==> config.mk <==
export PLATFORM = sky130hd
export DESIGN_NAME = ocx_tlx_tx_bdi_pack
export DESIGN_NICKNAME = d
export VERILOG_FILES = /design/src/rtl/ocx_tlx_tx_bdi_pkg.sv /design/src/rtl/ocx_tlx_bdi_bitfifo.sv /design/src/rtl/ocx_tlx_tx_bdi_pack.sv
export SDC_FILE = /design/constraint.sdc
export NUM_CORES = 1
export LEC_CHECK = 0
export CAP_MARGIN = 10
export CORE_MARGIN = 2
export CORE_UTILIZATION = 46
export CTS_CLUSTER_DIAMETER = 40
export DETAILED_ROUTE_END_ITERATION = 6
export GPL_ROUTABILITY_DRIVEN = 0
export GPL_TIMING_DRIVEN = 0
export PLACE_DENSITY = 0.68
export SYNTH_ARGS = -nofsm -noshare
export SYNTH_HDL_FRONTEND = slang
export SYNTH_SLANG_ARGS = --single-unit
==> constraint.sdc <==
create_clock -name tlx_clk -period 8.3 [get_ports tlx_clk]
set_input_delay 0.83 -clock tlx_clk [delete_from_list [all_inputs] [get_ports tlx_clk]]
set_output_delay 0.83 -clock tlx_clk [all_outputs]
set_load 0.02 [all_outputs]
==> src/rtl/ocx_tlx_tx_bdi_pkg.sv <==
// Shared constants and types for the TLX transmit BDI packer.
// Optional build macro: OCX_TLX_TX_BDI_INJECT_EN (adds cfg_bdi_inject to the top).
package ocx_tlx_tx_bdi_pkg;

    // A control/bookend flit carries at most eight data-flit BDI bits.
    localparam int BDI_MAX_RUN = 8;

    // Virtual-channel encoding used on data_pull_vc.
    localparam logic VC0_RESP = 1'b0;
    localparam logic VC1_CMD  = 1'b1;

    // Run-accumulator state; encodings fixed for compatibility with older logic.
    typedef enum logic [1:0] {
        IDLE  = 2'd0,
        ACCUM = 2'd1,
        FULL  = 2'd2
    } run_state_t;

    // Bit positions inside bdi_err.
    localparam int BDI_ERR_QOVF = 0;
    localparam int BDI_ERR_UNDF = 1;
    localparam int BDI_ERR_ROVF = 2;

endpackage

==> src/rtl/ocx_tlx_bdi_bitfifo.sv <==
// Parameterised 1-bit queue holding one BDI bit per queued data beat.
// A push while full is dropped and flagged; a pop while empty is flagged
// and leaves the pointers alone. There is no push-to-pop bypass.
module ocx_tlx_bdi_bitfifo
    import ocx_tlx_tx_bdi_pkg::*;
#(
    parameter int ADDR_WIDTH = 6
) (
    input  logic tlx_clk,
    input  logic reset_n,
    input  logic push,
    input  logic push_bit,
    input  logic pop,
    output logic pop_bit,
    output logic empty,
    output logic overflow,
    output logic underflow
);

    localparam int DEPTH = 1 << ADDR_WIDTH;

    logic [DEPTH-1:0]      mem;
    logic [ADDR_WIDTH-1:0] rd_ptr;
    logic [ADDR_WIDTH-1:0] wr_ptr;
    logic [ADDR_WIDTH:0]   count;
    logic                  full;
    logic                  do_push;
    logic                  do_pop;

    // count never exceeds DEPTH, so its top bit alone marks a full queue
    assign full      = count[ADDR_WIDTH];
    assign empty     = (count == '0);
    assign do_push   = push & ~full;
    assign do_pop    = pop & ~empty;
    assign overflow  = push & full;
    assign underflow = pop & empty;
    assign pop_bit   = mem[rd_ptr];

    // Pointer and occupancy update; simultaneous push and pop leaves count unchanged
    always_ff @(posedge tlx_clk) begin
        if (!reset_n) begin
            rd_ptr <= '0;
            wr_ptr <= '0;
            count  <= '0;
        end else begin
            if (do_push) wr_ptr <= wr_ptr + 1'b1;
            if (do_pop)  rd_ptr <= rd_ptr + 1'b1;
            case ({do_push, do_pop})
                2'b10:   count <= count + 1'b1;
                2'b01:   count <= count - 1'b1;
                default: count <= count;
            endcase
        end
    end

    // Bit storage; contents after reset are irrelevant because count gates reads
    always_ff @(posedge tlx_clk) begin
        if (do_push) mem[wr_ptr] <= push_bit;
    end

endmodule

==> src/rtl/ocx_tlx_tx_bdi_pack.sv <==
// Transmit-side BDI packer: queues one BDI bit per AFU data beat on VC0/VC1,
// dequeues in framer pull order and packs each data run into the 8-bit BDI
// field of the next control/bookend flit.
// Optional build macro: OCX_TLX_TX_BDI_INJECT_EN adds cfg_bdi_inject, which
// forces every bit entering the s1 stage to 1.
//
// run_state | meaning
// IDLE      | no beats accumulated in the current run
// ACCUM     | 1..7 beats accumulated
// FULL      | 8 beats accumulated; further beats are dropped and flagged
module ocx_tlx_tx_bdi_pack
    import ocx_tlx_tx_bdi_pkg::*;
#(
    parameter int resp_addr_width = 6,
    parameter int cmd_addr_width  = 6
) (
    input  logic       tlx_clk,
    input  logic       reset_n,
    input  logic       afu_tlx_rdata_valid,
    input  logic       afu_tlx_rdata_bdi,
    input  logic       afu_tlx_cdata_valid,
    input  logic       afu_tlx_cdata_bdi,
    input  logic       data_pull_v,
    input  logic       data_pull_vc,
    input  logic       ctl_flit_send,
`ifdef OCX_TLX_TX_BDI_INJECT_EN
    input  logic       cfg_bdi_inject,
`endif
    output logic [7:0] tx_bdi,
    output logic [3:0] tx_run_length,
    output logic       tx_bdi_valid,
    output logic       resp_bdi_empty,
    output logic       cmd_bdi_empty,
    output logic [2:0] bdi_err
);

    logic       resp_pop, cmd_pop;
    logic       resp_bit, cmd_bit;
    logic       resp_ovf, cmd_ovf;
    logic       resp_udf, cmd_udf;
    logic       sel_empty, sel_bit, pull_bit, s1_in;
    logic       s1_v, s1_bit;
    logic [7:0] acc, acc_m;
    logic [3:0] acc_cnt, cnt_m;
    logic       run_ovf;
    logic [2:0] err_set;
    run_state_t run_state, run_state_nxt;

    assign resp_pop = data_pull_v & (data_pull_vc == VC0_RESP);
    assign cmd_pop  = data_pull_v & (data_pull_vc == VC1_CMD);

    ocx_tlx_bdi_bitfifo #(.ADDR_WIDTH(resp_addr_width)) u_resp_fifo (
        .tlx_clk   (tlx_clk),
        .reset_n   (reset_n),
        .push      (afu_tlx_rdata_valid),
        .push_bit  (afu_tlx_rdata_bdi),
        .pop       (resp_pop),
        .pop_bit   (resp_bit),
        .empty     (resp_bdi_empty),
        .overflow  (resp_ovf),
        .underflow (resp_udf)
    );

    ocx_tlx_bdi_bitfifo #(.ADDR_WIDTH(cmd_addr_width)) u_cmd_fifo (
        .tlx_clk   (tlx_clk),
        .reset_n   (reset_n),
        .push      (afu_tlx_cdata_valid),
        .push_bit  (afu_tlx_cdata_bdi),
        .pop       (cmd_pop),
        .pop_bit   (cmd_bit),
        .empty     (cmd_bdi_empty),
        .overflow  (cmd_ovf),
        .underflow (cmd_udf)
    );

    // An underflowing pull has no real beat behind it, so it is reported as bad
    assign sel_empty = (data_pull_vc == VC1_CMD) ? cmd_bdi_empty : resp_bdi_empty;
    assign sel_bit   = (data_pull_vc == VC1_CMD) ? cmd_bit : resp_bit;
    assign pull_bit  = sel_empty ? 1'b1 : sel_bit;

`ifdef OCX_TLX_TX_BDI_INJECT_EN
    assign s1_in = pull_bit | cfg_bdi_inject;
`else
    assign s1_in = pull_bit;
`endif

    // s1 stage: the pulled bit lands here one cycle after the pull
    always_ff @(posedge tlx_clk) begin
        if (!reset_n) begin
            s1_v   <= 1'b0;
            s1_bit <= 1'b0;
        end else begin
            s1_v   <= data_pull_v;
            s1_bit <= s1_in;
        end
    end

    // Accumulator with the current s1 beat merged in; also the value captured on close
    always_comb begin
        acc_m   = acc;
        cnt_m   = acc_cnt;
        run_ovf = 1'b0;
        if (s1_v) begin
            if (run_state == FULL) begin
                run_ovf = 1'b1;
            end else begin
                acc_m[acc_cnt[2:0]] = s1_bit;
                cnt_m               = acc_cnt + 4'd1;
            end
        end
    end

    // Run-state transitions; closing a run always returns to IDLE
    always_comb begin
        run_state_nxt = run_state;
        case (run_state)
            IDLE:    if (s1_v) run_state_nxt = ACCUM;
            ACCUM:   if (s1_v && acc_cnt == 4'(BDI_MAX_RUN - 1)) run_state_nxt = FULL;
            FULL:    run_state_nxt = FULL;
            default: run_state_nxt = IDLE;
        endcase
        if (ctl_flit_send) run_state_nxt = IDLE;
    end

    // Accumulator and run-state registers; cleared when the run is closed
    always_ff @(posedge tlx_clk) begin
        if (!reset_n) begin
            acc       <= '0;
            acc_cnt   <= '0;
            run_state <= IDLE;
        end else begin
            run_state <= run_state_nxt;
            if (ctl_flit_send) begin
                acc     <= '0;
                acc_cnt <= '0;
            end else begin
                acc     <= acc_m;
                acc_cnt <= cnt_m;
            end
        end
    end

    // Close output: capture the merged run and strobe valid for one cycle
    always_ff @(posedge tlx_clk) begin
        if (!reset_n) begin
            tx_bdi        <= '0;
            tx_run_length <= '0;
            tx_bdi_valid  <= 1'b0;
        end else begin
            tx_bdi_valid <= ctl_flit_send;
            if (ctl_flit_send) begin
                tx_bdi        <= acc_m;
                tx_run_length <= cnt_m;
            end
        end
    end

    always_comb begin
        err_set               = '0;
        err_set[BDI_ERR_QOVF] = resp_ovf | cmd_ovf;
        err_set[BDI_ERR_UNDF] = resp_udf | cmd_udf;
        err_set[BDI_ERR_ROVF] = run_ovf;
    end

    // Sticky error flags, cleared only by reset
    always_ff @(posedge tlx_clk) begin
        if (!reset_n) bdi_err <= '0;
        else          bdi_err <= bdi_err | err_set;
    end

endmodule

==> run_results.csv, run 1 <==
group,metric,value,unit
clocking,insertion_delay,0.44,ns
drt,drt_wl_total,19100,µm
yosys,synth_enable_flop_cells,128,
drt,drtIter0Drc,473,
timing,slew_violations,0,
critical_path,crit_path_end_kind,"flip-flop",
power_and_ir_drop,powerDensity,226,mW/mm²
final_layout,nFillCells,1732,
timing,hold_violations,0,
final_layout,area_delta_synth_final,12.4,%
floorplan,die_y,146,µm
placed_design,place_ws,4.11,ns
timing,post-route-min-period,3.83,ns
run_status,status,"completed",
yosys,ys_ff_latch,198,
worst_hold_path,hold_depth,2,
yosys,synth_ff_type,"edfxtp_1",
clocking,cts_sinks,198,
placed_design,io_buffers,26,
worst_hold_path,min_from,"tx_run_length[3]$_SDFFE_PN0P_",
worst_hold_path,min_to,"tx_run_length[3]$_SDFFE_PN0P_",
drt,first_pass_iters,5,
yosys,synth_cells,805,
power_and_ir_drop,peakVddDrop,0.000144,V
global_route,grt_pass1_wl,30700,µm
clocking,postCtsSetupBuffers,0,
clocking,cts_resized,0,
yosys,avgSynthCellArea,11.4,µm²
floorplan,design.core.area,0.0196,mm²
placed_design,post_dp_cell_area,0.00980,mm²
timing,worst_slew_pin_slew,0.974,ns
global_route,track_usage,18.4,%
worst_hold_path,min_path_type,"reg -> reg",
critical_path,r2r-start,"u_resp_fifo.count[1]$_SDFFE_PN0P_",
timing,rsz0062_at_grt,"false",
yosys,ys_warn_count,0,
critical_path,crit_required,8.67,ns
yosys,synth-simple-area-share,19.1,%
critical_path,startpoint_type,"input pin",
timing,setup_ws,4.47,ns
critical_path,ff2ff_path_depth,16,
final_layout,nNetsFinal,878,
timing,slew_headroom,35.0,%
drt,dr_total_vias,6127,
timing,setup_viol,0,
power_and_ir_drop,leakagePower,3.56,nW
drt,drc,0,
global_route,gr-total-overflow,0,
clocking,htree_num_levels,4,
global_route,grt_max_degree,65,
drt,via_per_inst,5.43,
clocking,cts_tree,"done",
final_layout,stdcell_count,1128,
critical_path,path_max_fanout,10,
floorplan,die_area,0.0212,mm²
floorplan,rows,51,
clocking,clockBufferDepth,2,
drt,antenna_left,0,
clocking,root_buffer,"clkbuf_16",
clocking,clk_pin_slew,0.08,ns
critical_path,r2r_end,"u_resp_fifo.count[4]$_SDFFE_PN0P_",
placed_design,dp_cells,1096,
yosys,synth_fa_ha_area_share,2.66,%
yosys,seq_area_frac_synth,56.9,%
yosys,syn_area,0.00921,mm²
critical_path,worstPathArrival,4.20,ns
yosys,postSynth.asyncResetShare,0,%
yosys,synth_mux_area_share,9.55,%
global_route,grt_pass1_vias,5923,
final_layout,final_area,0.0104,mm²
global_route,antenna_found_initial,0,
critical_path,r2r_slack,4.70,ns
yosys,synth_compound_area_share,6.14,%
timing,setup_tns,0,ns
floorplan,start_util,47.0,%
floorplan,ios,27,
clocking,cts_hold_buffers,0,
yosys,synth_xor_area_share,2.85,%
run,maxCapViolations,0,
placed_design,hpwl,12600,µm
timing,finalCritPeriodShare,46.1,%
floorplan,fp.dieW,146,µm
drt,wl_per_cell,16.9,µm
clocking,numCtsBuffers,17,
yosys,synth_top_family_by_area,"simple AND/OR/NAND/NOR gates",
yosys,synth_fp_nets,833,
yosys,synth_cell_type_count,58,
timing,fmax,261,MHz
timing,finalClockSkew,0.0119,ns
critical_path,critical_path_class,"in -> reg",
final_layout,diodes,0,
final_layout,drive_gt1_share,10.5,%
per-stage QoR:
step / hold WS, ns / total power [mW] / util, %
after global placement: 0.461 / 1.56 / 50.1
after CTS: 0.480 / 2.35 / 52.9
after floorplan: 0.456 / 1.44 / -
after detailed placement: 0.468 / 1.57 / 50.0
final: 0.476 / 2.34 / 52.9
after global routing: 0.509 / 2.44 / 52.9
final cells by class:
cell class              count  area [µm²]  area share (%)
plain buffers              51         221            2.14
clock buffers              18         429            4.15
clock inverters            14         129            1.24
inverters                   9        33.8           0.326
multi-input cells         547        3710            35.9
flip-flops and latches    198        5250            50.7
well taps                 265         332            3.20
repair buffers             26         250            2.42
cell families after synthesis:
| logic type | Yosys count |
|---|---|
| buffers and inverters | 60 |
| multiplexers | 56 |
| XOR/XNOR | 30 |
| adder cells (fa/ha/maj) | 19 |
| AO/OA/AOI/OAI | 79 |
| AND/OR/NAND/NOR | 363 |
| flip-flops | 198 |
where the power goes:
group | total [mW] | internal (mW) | switching [mW] | leakage [nW]
Sequential | 1.11 | 1.08 | 0.0330 | 1.72
Clock | 0.793 | 0.399 | 0.393 | 0.272
Combinational | 0.431 | 0.190 | 0.241 | 1.56
Total | 2.34 | 1.67 | 0.668 | 3.56
synthesized netlist by cell type, types with 12 or more instances:
cell / number / area share, %
a21oi_1: 15 / 0.81
and2_1: 28 / 1.9
buf_2: 12 / 0.65
clkbuf_1: 37 / 1.5
dfxtp_1: 70 / 15
edfxtp_1: 128 / 42
ha_1: 18 / 2.4
mux2i_1: 26 / 2.8
mux4_2: 25 / 6.1
nand2_1: 61 / 2.5
nand3_1: 20 / 1.1
nor2_1: 154 / 6.3
nor2b_1: 20 / 1.4
nor3_1: 14 / 0.76
o21ai_0: 12 / 0.65
xnor2_1: 24 / 2.3
routing by layer:
layer | track usage (%) | up-vias | wire, µm
li1 | - | 2957 | -
met1 | 25.2 | 3017 | 9090
met2 | 29.6 | 131 | 8860
met3 | 4.11 | 22 | 832
met4 | 5.20 | 0 | 280
met5 | 0 | - | 0
worst max path at each step:
stage | slack [ns] | end | from
global route | 4.25 | u_resp_fifo.count[6]$_SDFFE_PN0P_ | data_pull_vc
CTS | 4.53 | u_resp_fifo.count[6]$_SDFFE_PN0P_ | data_pull_vc
floorplan | 5.00 | u_resp_fifo.count[4]$_SDFFE_PN0P_ | u_resp_fifo.count[1]$_SDFFE_PN0P_
global placement | 4.14 | u_resp_fifo.count[6]$_SDFFE_PN0P_ | data_pull_vc
detailed placement | 4.11 | u_resp_fifo.count[6]$_SDFFE_PN0P_ | data_pull_vc
finish | 4.47 | u_resp_fifo.count[6]$_SDFFE_PN0P_ | data_pull_vc
state kept, by name (all words and copies together), names as in the netlist:
name and count:
acc 8, acc_cnt 4, bdi_err 3, run_state 2, s1_bit 1, s1_v 1
tx_bdi 8, tx_bdi_valid 1, tx_run_length 4, u_cmd_fifo.count 7, u_cmd_fifo.mem 64, u_cmd_fifo.rd_ptr 6
u_cmd_fifo.wr_ptr 6, u_resp_fifo.count 7, u_resp_fifo.mem 64, u_resp_fifo.rd_ptr 6, u_resp_fifo.wr_ptr 6
critical path: stages:
cell             delay, ns
clkdlybuf4s50_1       0.56
o21ba_4               0.35
and2_4                0.15
buf_6                 0.13
ha_1                  0.15
clkbuf_1              0.25
clkbuf_1              0.40
xor2_1                0.19
ha_1                  0.21
a21boi_0              0.19
o22a_1                0.19
nand3_1               0.09
a21oi_1               0.19
xor2_1                0.18
and2_1                0.13
placed cells by master (no fill, tap or decap), drive strengths merged, types with 18 or more instances in the layout:
cell type      count
and2              29
clkbuf            55
clkdlybuf4s50     24
dfxtp             70
edfxtp           128
ha                18
inv               20
mux2i             26
mux4              25
nand2             61
nand3             20
nor2             154
nor2b             20
xnor2             24
(Power assumes the default switching activity.)
==> inputs of run 2 (changes only) <==
--- a/config.mk
+++ b/config.mk
@@ -12,7 +12,7 @@
 export DETAILED_ROUTE_END_ITERATION = 6
 export GPL_ROUTABILITY_DRIVEN = 0
 export GPL_TIMING_DRIVEN = 0
-export PLACE_DENSITY = 0.68
+export PLACE_DENSITY = 0.71
 export SYNTH_ARGS = -nofsm -noshare
 export SYNTH_HDL_FRONTEND = slang
 export SYNTH_SLANG_ARGS = --single-unit
==> constraint.sdc (replaced) <==
create_clock -name tlx_clk -period 3.4 [get_ports tlx_clk]
set_input_delay 0.34 -clock tlx_clk [delete_from_list [all_inputs] [get_ports tlx_clk]]
set_output_delay 0.34 -clock tlx_clk [all_outputs]
set_load 0.02 [all_outputs]
==> run 2 against run 1 <==
- die area did not move
- utilization increased by 0.27 points
- global-route usage up 0.088 points
- via count is 0.42% higher
- flip-flop and latch count did not move
- critical path depth stayed put
- cell count barely moved
- wire length is 0.48% lower
- critical path type is now reg -> reg
- largest power group unchanged
==> run_results.csv, run 2 (synthesized netlist as in run 1, its figures left out) <==
group,metric,value,unit
final_layout,stdcell_count,1127,
floorplan,fp.dieW,146,µm
floorplan,ios,27,
critical_path,ff2ff_path_depth,15,
placed_design,io_buffers,26,
critical_path,r2r_end,"u_resp_fifo.count[4]$_SDFFE_PN0P_",
global_route,grt_max_degree,65,
timing,post-route-min-period,3.21,ns
critical_path,slowest_stage,"or4_4",
floorplan,start_util,47.0,%
drt,drtIter0Drc,510,
critical_path,critPathLaunch,"u_resp_fifo.count[1]$_SDFFE_PN0P_",
global_route,grt_pass1_vias,6019,
critical_path,cp_num_buf_inv,3,
clocking,cts_sinks,198,
timing,slew_headroom,37.1,%
placed_design,dp_cells,1096,
critical_path,worstPathArrival,3.55,ns
critical_path,startpoint_type,"flip-flop",
timing,slew_violations,0,
power_and_ir_drop,peakVddDrop,0.000392,V
clocking,root_buffer,"clkbuf_16",
power_and_ir_drop,total_power,5.78,mW
timing,hold_violations,0,
floorplan,design.core.area,0.0196,mm²
clocking,numCtsBuffers,17,
drt,wl_per_cell,16.8,µm
clocking,htree_num_levels,4,
worst_hold_path,min_from,"tx_run_length[3]$_SDFFE_PN0P_",
critical_path,crit_path_end_kind,"flip-flop",
critical_path,crit_cells,15,
drt,drc,0,
final_layout,drive_gt1_share,11.1,%
power_and_ir_drop,powerDensity,556,mW/mm²
run_status,status,"completed",
timing,finalCritPeriodShare,94.5,%
placed_design,place_ws,-0.259,ns
run,maxCapViolations,0,
floorplan,die_y,146,µm
drt,first_pass_iters,5,
final_layout,final_util,53.1,%
timing,setup_ws,0.187,ns
clocking,clockBufferDepth,2,
drt,antenna_left,0,
clocking,postCtsSetupBuffers,0,
power_and_ir_drop,leakagePower,3.57,nW
critical_path,endpoint,"u_resp_fifo.count[4]$_SDFFE_PN0P_",
global_route,antenna_found_initial,0,
critical_path,crit_chain,"buf_6, or4_4, o21ba_4, and2_4, buf_6, ha_4, clkbuf_8, xor2_1, ha_2, a21boi_1, o22a_1, a21bo_2, a21oi_1, xor2_1, and2_1",
floorplan,rows,51,
critical_path,critPathTopFamily,"compound AO/OA/AOI/OAI gates",
critical_path,r2r-start,"u_resp_fifo.count[1]$_SDFFE_PN0P_",
global_route,track_usage,18.4,%
timing,setup_viol,0,
drt,dr_total_vias,6153,
timing,worst_slew_pin_slew,0.944,ns
timing,fmax,311,MHz
floorplan,die_area,0.0212,mm²
critical_path,max_stage_delay,0.51,ns
final_layout,nFillCells,1721,
worst_hold_path,min_path_type,"reg -> reg",
placed_design,hpwl,12500,µm
clocking,insertion_delay,0.45,ns
final_layout,diodes,0,
global_route,gr-total-overflow,0,
critical_path,path_max_fanout,10,
timing,finalClockSkew,0.0136,ns
clocking,cts_tree,"done",
critical_path,crit_required,3.73,ns
final_layout,final_area,0.0104,mm²
final_layout,nNetsFinal,877,
clocking,clk_pin_slew,0.07,ns
placed_design,post_dp_cell_area,0.00980,mm²
final_layout,mostFrequentLayoutCells,"nor2_1, edfxtp_1, dfxtp_1, nand2_1, clkbuf_1",
critical_path,critical_path_class,"reg -> reg",
drt,drt_wl_total,19000,µm
critical_path,r2r_slack,0.19,ns
final_layout,final_common_cell,"nor2_1",
global_route,grt_pass1_wl,30900,µm
final_layout,reg.largest.list,"u_cmd_fifo.mem x64, u_resp_fifo.mem x64",
drt,via_per_inst,5.46,
final_layout,area_delta_synth_final,12.9,%
==> run 2: worst min path at each step <==
stage                                                to  cells past startpoint
after floorplan             u_cmd_fifo.mem[0]$_DFFE_PP_                      0
after global placement           tx_bdi[0]$_SDFFE_PN0P_                      1
after detailed placement  tx_run_length[3]$_SDFFE_PN0P_                      2
after CTS                 tx_run_length[3]$_SDFFE_PN0P_                      2
after global routing             tx_bdi[2]$_SDFFE_PN0P_                      1
final                     tx_run_length[3]$_SDFFE_PN0P_                      2
==> run 2: metrics by stage <==
step,hold WS (ns),TNS (ns)
final,0.474,0
after global routing,0.501,-0.0291
after CTS,0.476,0
after detailed placement,0.465,-0.595
after global placement,0.462,-0.498
after floorplan,0.439,0
==> run 2: layer usage <==
| layer | part of all wire [%] | GRT usage (%) |
|---|---|---|
| met3 | 4.5 | 2.73 |
| met5 | 0 | 0 |
| met4 | 1.6 | 6.86 |
| met1 | 46 | 25.6 |
| met2 | 48 | 29.7 |
==> run 2: worst reg2reg max path, delay by kind of cell (launching register included) <==
kind                       cells  cell delay (ns)
AOI/OAI and AO/OA              5             0.94
and+or+nand+nor                3             0.83
buffers and inverters          3             0.43
adders and majority gates      2             0.37
DFF                            1             0.31
xor gates and xnor gates       2             0.23
==> run 2: timing repair <==
item | 4_1_cts | 5_1_grt
setup endpoints to repair | 2 | 3
pin swaps | 0 | 1
gates resized for setup | 3 | 6
hold buffers | 0 | 0
endpoints found under the hold margin | 0 | 0
==> run 2: final cells by class <==
type | count | area, µm² | share of cell area [%]
well taps | 265 | 332 | 3.19
plain buffers | 50 | 228 | 2.19
repair buffers | 26 | 250 | 2.40
clock inverters | 15 | 158 | 1.51
multi-input cells | 547 | 3730 | 35.9
clock buffers | 17 | 425 | 4.09
inverters | 9 | 33.8 | 0.325
flip-flops and latches | 198 | 5250 | 50.4
==> run 2: where the power goes <==
group          internal, mW  switching (mW)
Sequential             2.64          0.0822
Clock                  1.04           0.954
Combinational         0.475           0.587
